<file path="src/rtl/game_select_reset_ctrl.sv">
// game_select_reset_ctrl
// Front-panel game selector. The NEXT/PREV buttons are synchronised and
// debounced, and a direct-load strobe is also accepted. The block keeps a
// wrapping game index and holds the CPU in reset for a fixed number of
// cycles after power-up and after every accepted game change.
module game_select_reset_ctrl #(
  parameter int NUM_GAMES       = 16,
  parameter int GAME_W          = 4,
  parameter int RESET_CYCLES    = 4,
  parameter int DEBOUNCE_CYCLES = 16
) (
  input  logic              clk,
  input  logic              rst,
  input  logic              next_btn,
  input  logic              prev_btn,
  input  logic              load_stb,
  input  logic [GAME_W-1:0] load_idx,
  output logic [GAME_W-1:0] game_idx,
  output logic              cpu_rst_n,
  output logic              game_changed,
  output logic              load_err,
  output logic              busy
);

  localparam int DB_W   = $clog2(DEBOUNCE_CYCLES + 1);
  localparam int HOLD_W = (RESET_CYCLES > 1) ? $clog2(RESET_CYCLES) : 1;

  localparam logic [DB_W-1:0]   DB_LAST     = DB_W'(DEBOUNCE_CYCLES - 1);
  localparam logic [HOLD_W-1:0] HOLD_INIT   = HOLD_W'(RESET_CYCLES - 1);
  localparam logic [GAME_W-1:0] LAST_IDX    = GAME_W'(NUM_GAMES - 1);
  localparam logic [GAME_W:0]   NUM_GAMES_X = (GAME_W + 1)'(NUM_GAMES);

  localparam logic [0:0] ST_IDLE   = 1'b0;
  localparam logic [0:0] ST_ASSERT = 1'b1;

  // Button bit 0 is NEXT, bit 1 is PREV
  logic [1:0]            raw_btn;
  logic [1:0]            sync1;
  logic [1:0]            sync2;
  logic [1:0]            deb_lvl;
  logic [1:0]            deb_lvl_q;
  logic [1:0][DB_W-1:0]  deb_cnt;

  logic [0:0]            state;
  logic [HOLD_W-1:0]     hold_cnt;

  logic                  req_next;
  logic                  req_prev;
  logic                  load_bad;
  logic                  load_ok;
  logic                  accept;
  logic [GAME_W-1:0]     idx_nxt;

  assign raw_btn = {prev_btn, next_btn};

  // Two-flop synchroniser for the raw asynchronous buttons
  always_ff @(posedge clk or posedge rst) begin
    if (rst) begin
      sync1 <= '0;
      sync2 <= '0;
    end else begin
      sync1 <= raw_btn;
      sync2 <= sync1;
    end
  end

  // Debounce: the level flips only after the synced input has disagreed for DEBOUNCE_CYCLES clocks in a row
  always_ff @(posedge clk or posedge rst) begin
    if (rst) begin
      deb_lvl   <= '0;
      deb_lvl_q <= '0;
      deb_cnt   <= '0;
    end else begin
      deb_lvl_q <= deb_lvl;
      for (int i = 0; i < 2; i++) begin
        if (sync2[i] == deb_lvl[i]) begin
          deb_cnt[i] <= '0;
        end else if (deb_cnt[i] == DB_LAST) begin
          deb_lvl[i] <= sync2[i];
          deb_cnt[i] <= '0;
        end else begin
          deb_cnt[i] <= deb_cnt[i] + DB_W'(1);
        end
      end
    end
  end

  // A request is a single-cycle pulse on the debounced rising edge, so a held button asks only once
  assign req_next = deb_lvl[0] & ~deb_lvl_q[0];
  assign req_prev = deb_lvl[1] & ~deb_lvl_q[1];

  // An out-of-range load is flagged in any state and masks button requests that cycle
  assign load_bad = load_stb && ({1'b0, load_idx} >= NUM_GAMES_X);
  assign load_ok  = load_stb && !load_bad;

  // Pick the event accepted this cycle (load, then single button) and the resulting index
  always_comb begin
    accept  = 1'b0;
    idx_nxt = game_idx;
    if (state == ST_IDLE) begin
      if (load_ok) begin
        accept  = 1'b1;
        idx_nxt = load_idx;
      end else if (!load_bad && (req_next != req_prev)) begin
        accept = 1'b1;
        if (req_next) begin
          idx_nxt = (game_idx == LAST_IDX) ? '0 : game_idx + GAME_W'(1);
        end else begin
          idx_nxt = (game_idx == '0) ? LAST_IDX : game_idx - GAME_W'(1);
        end
      end
    end
  end

  // Index, pulses and the reset-hold FSM; every accepted change restarts a full CPU reset
  always_ff @(posedge clk or posedge rst) begin
    if (rst) begin
      state        <= ST_ASSERT;
      hold_cnt     <= HOLD_INIT;
      game_idx     <= '0;
      game_changed <= 1'b0;
      load_err     <= 1'b0;
    end else begin
      game_changed <= accept;
      load_err     <= load_bad;
      if (accept) begin
        state    <= ST_ASSERT;
        hold_cnt <= HOLD_INIT;
        game_idx <= idx_nxt;
      end else if (state == ST_ASSERT) begin
        if (hold_cnt == '0) begin
          state <= ST_IDLE;
        end else begin
          hold_cnt <= hold_cnt - HOLD_W'(1);
        end
      end
    end
  end

  // Reset and busy come straight from the state flop, so no input reaches them combinationally
  assign cpu_rst_n = (state == ST_IDLE);
  assign busy      = (state == ST_ASSERT);

endmodule

</file>
<file path="config.mk">
export PLATFORM = sky130hd
export DESIGN_NAME = game_select_reset_ctrl
export DESIGN_NICKNAME = d
export VERILOG_FILES = /design/src/rtl/game_select_reset_ctrl.sv
export SDC_FILE = /design/constraint.sdc
export NUM_CORES = 1
export LEC_CHECK = 0
export ABC_AREA = 1
export ABC_CLOCK_PERIOD_IN_PS = 1510
export BUFFER_PORTS_ARGS = -buffer_cell sky130_fd_sc_hd__buf_2
export CAP_MARGIN = 20
export CORE_ASPECT_RATIO = 0.8
export CORE_MARGIN = 4
export CORE_UTILIZATION = 40
export CTS_CLUSTER_SIZE = 8
export DETAILED_ROUTE_END_ITERATION = 10
export SYNTH_ARGS = -nofsm -noshare
export SYNTH_HDL_FRONTEND = slang
export SYNTH_SLANG_ARGS = --single-unit
</file>
<file path="constraint.sdc">
create_clock -name clk -period 1.51 [get_ports clk]
set_clock_uncertainty 0.05 [all_clocks]
set_input_delay 0.302 -clock clk [delete_from_list [all_inputs] [get_ports clk]]
set_output_delay 0.302 -clock clk [all_outputs]
set_load 0.01 [all_outputs]
</file>
After elaboration in Yosys (flattened, before gate mapping)
Cells that the tools add are included.
- multiplexer cells: 18
- add/subtract/negate cells: 5
- bitwise gates (word level): 7
- eq/ne operators: 7
- reductions and logical operators: 8
- operators by type and width (kind ; count):
    4-bit two-way mux ; 5
    5-bit two-way mux ; 4
    5-bit by 1-bit adder with 5-bit output, second input constant ; 2
    5-bit by 4-bit == test with 1-bit output, second input constant ; 2
    1-bit two-way mux ; 6
    2-bit two-way mux ; 3
    2-bit AND reduction ; 3
    1-bit inverter ; 5
    4-bit by 1-bit adder with 4-bit output, second input constant ; 1
    4-bit == test, second input constant ; 1
    4-bit logical NOT ; 1
    2-bit nonzero test ; 2
    4-bit by 1-bit subtractor with 4-bit output, second input constant ; 1
    3-bit AND reduction ; 1
    1-bit bitwise AND ; 2
    1-bit == test ; 2
    2-bit logical NOT ; 1
    2-bit != test, second input constant ; 1
    2-bit by 1-bit subtractor with 2-bit output, second input constant ; 1
    1-bit != test ; 1
- bits in registers: 26
- input bits: 9
- logic and storage cells: 56

Depth between registers and ports, before layout
- depth in word-level cells: 8
- mapped depth: 9
- mapped depth without buffers: 8

Worst setup path before layout
No wires, ideal clock.
- path type: register -> register
- start point: reg hold_cnt[0]
- end point: reg hold_cnt[0]
- data arrival time: 1246 ps
- period minus slack after synthesis: 1360 ps
- cell stages (with the launch flop): 6
- path buffers: 0
- path slack: 150 ps
- setup time: 64 ps
- data required time: 1396 ps
- cell sequence: dfstp_2 -> inv_1 -> ha_1 -> or2_1 -> or2_0 -> nand3_1
- cells in the longest elaborated chain, start to end: 4
- elaborated cells between the ends (all ways): 7
- those cells by class: add/sub: 1; eq/ne: 1; mux: 3; reduce/logical: 2
- ends and longest elaborated chain (element ; line ; text):
    from (decl) ; 45 ; logic [HOLD_W-1:0] hold_cnt;
    from (signal assigned) ; 134 ; hold_cnt <= hold_cnt - HOLD_W'(1);
    2-bit by 1-bit subtractor with 2-bit output ; 134 ;
    2-bit two-way mux ; 131 ; if (hold_cnt == '0) begin
    2-bit two-way mux ; 130 ; end else if (state == ST_ASSERT) begin
    2-bit two-way mux ; 126 ; if (accept) begin
Parallel ways exist; a longest one is shown, timed or not. The select of a mux whose other input is x is not followed.
A chain may end at the register's enable or synchronous reset.

Worst setup path in the final report
Ends and elaborated chain as after synthesis.

==> qor.yml <==
p_comb_share_pct: 34.1
cts-htree-levels: 1
route.detailed.drc: 0
max-cap-violations: 0
clockPowerShare_pct: 24.1
finalCriticalPeriod_ns: 1.43
vias: 944
synth_top_area_cell: "dfrtp_1"
worst_ep_arrival_time_ns: 1.59
synth_area_um2: 1290
clockBufferDepth: 2
cts_sinks: 26
yosys_warnings: 0
syn_nets: 163
p_switching_uw: 794
path_clk_slew_ns: 0.09
power_density_nw_per_um2: 1560
p_sw_share_pct: 33.9
synth_cells: 149
synth_area_leaders: "dfrtp_1 45%, nand2_1 11%, dfstp_2 6.1%"
finalSetupTns_ns: 0
final_cell_mix: "39 x nand2_1, 22 x dfrtp_1, 16 x inv_1"
cp_data_required_time_ns: 1.67
io_pins: 17
reg2reg_depth: 5
hold_viol: 0
seq_power_share_pct: 41.8
design_area_um2: 1500
r2r_slack_ns: 0.08
place.gp.congestion: 0.801
placeableCoreArea_um2: 3090
globalRouteOverflowTotal: 0
dp_hpwl_um: 1690
clock_latency_ns: 0.26
grt_max_degree: 27
drive_gt1_share_pct: 24.4
grt_util_all_layers_pct: 12.1
area_growth_pct: 15.7
status: "finished clean"
final_nets: 183
placed_cell_area_um2: 1410
diodes: 0
cts_tree: "yes"
yosys_register_bits: 26
grt_first_pass_wirelength_um: 4030
viasPerCell: 4.54
final_common_cell: "nand2_1"
cts_root_buf: "clkbuf_8"
io_buffers: 15
irDropWorstVdd_uv: 734
antenna_found_initial: 0
seq_area_frac_synth_pct: 50.6
min_path_type: "input port to asynchronous set/reset pin"
worstSetupStartpoint: "hold_cnt[0]"
power.leakage_uw: 0.000805
rsz0062_at_grt: "false"
fin_crit_sh_pct: 94.6
power.internal_uw: 1540
cp-endpoint: "hold_cnt[0]"
synth.distinct_cells: 29
synth.top_cell.area_share_pct: 44.5
die_x_um: 71.6
dr.pass1.iters: 4
nFillCells: 298
dieArea_um2: 4210
numCtsBuffers: 3
drtIter0Drc: 56
wl_um: 2230
setup_viol: 0
grt_pass1_vias: 944
slew_violations: 0
die_y_um: 58.8
worstReg2RegStart: "hold_cnt[0]"
endpoint_kind: "flip-flop"
reg2reg_to: "hold_cnt[0]"
start_util_pct: 41.9
rows: 18
max_clock_freq_ghz: 0.700
path_max_fanout: 5
route.detailed.wl_per_inst_um: 10.7
ant_nets: 0
cp-start-kind: "flip-flop"
syn_avg_cell_area_um2: 8.67
crit_type: "flip-flop to flip-flop"
[worst max-delay path, stage by stage (launching register included)]
cell and delay (ns):
dfstp_2 0.55, inv_1 0.04, ha_1 0.18, or2_4 0.27, or2_0 0.20, nand3_1 0.09
[logic make-up (layout without fill, tap and decap cells)]
| logic type | Yosys count | count (layout) | share of synthesized area [%] |
|---|---|---|---|
| buffers and inverters | 22 | 41 | 8.04 |
| DFF | 26 | 26 | 50.6 |
| and+or+nand+nor | 80 | 80 | 28.4 |
| other | 1 | 1 | 0.290 |
| adders and majority gates | 5 | 5 | 4.84 |
| xor gates and xnor gates | 6 | 6 | 4.07 |
| AOI/OAI and AO/OA | 9 | 9 | 3.78 |
[synthesized netlist by cell type]
cell type / number
ha_1: 5
nor2_1: 14
xor2_1: 4
nand2_1: 39
nand3_1: 10
inv_2: 2
or2_0: 1
o21ai_1: 2
o21ai_2: 1
dfrtp_1: 23
xnor2_1: 2
inv_1: 16
nand3_2: 1
conb_1: 1
a21oi_1: 4
nor3_1: 2
buf_4: 1
and3_1: 2
dfstp_2: 3
nor2_4: 1
inv_4: 1
nor2_2: 2
nand2_2: 5
nand2_4: 1
bufinv_8: 1
nand4_1: 1
buf_2: 1
o21ai_0: 2
or2_1: 1
[layout make-up]
class | instances | area (um2) | area share [%]
repair buffers | 17 | 90.1 | 6.03
clock buffers | 3 | 41.3 | 2.76
well taps | 40 | 50.0 | 3.35
multi-input cells | 101 | 537 | 35.9
inverters | 20 | 91.3 | 6.11
flip-flops and latches | 26 | 656 | 43.8
clock inverters | 1 | 30.0 | 2.01
[power by group through the flow]
| stage | Clock [uW] | Combinational (uW) | Sequential (uW) |
|---|---|---|---|
| finish | 564 | 797 | 977 |
| global route | 608 | 946 | 1000 |
| CTS | 586 | 769 | 975 |
| detailed placement | 0 | 763 | 990 |
| global placement | 0 | 737 | 978 |
| floorplan | 0 | 574 | 977 |
[flip-flops by register name (all words and copies together), names as in the netlist]
register and cells:
deb_lvl 2, busy 1, deb_cnt 10, sync1 2, sync2 2, deb_lvl_q 2, game_changed 1, hold_cnt 2
game_idx 4
[how the worst min path moves through the flow]
stage | endpoint | cells past startpoint
detailed placement | sync2[0] | 0
floorplan | sync2[0] | 0
finish | deb_cnt[0] | 3
CTS | deb_cnt[0] | 3
global route | sync1[0] | 3
global placement | sync2[1] | 0
[metrics by stage]
step | utilization (%) | cells | hold WS [ns] | setup slack [ns] | power [uW]
after floorplan | - | 149 | 0.281 | 0.150 | 1550
after global placement | 45.8 | 203 | 0.283 | 0.131 | 1710
after detailed placement | 45.8 | 203 | 0.294 | 0.0819 | 1750
after CTS | 48.1 | 207 | 0.0400 | 0.0532 | 2330
after global routing | 48.5 | 208 | 0.0524 | 0.0101 | 2560
final | 48.5 | 208 | 0.0296 | 0.0821 | 2340
[routing by layer]
layer	share of wire, %	track usage, %	up-vias
met2	49	21.1	15
met4	0.36	2.14	0
met1	47	14.8	434
met5	0	0	-
li1	-	-	493
met3	4.2	3.92	2
[timing repair]
item,4_1_cts,5_1_grt
setup buffers,0,1
endpoints found under the setup margin,0,3
hold buffers,0,0
resized for setup,0,3
No activity file was read; power rests on OpenSTA's default activity.
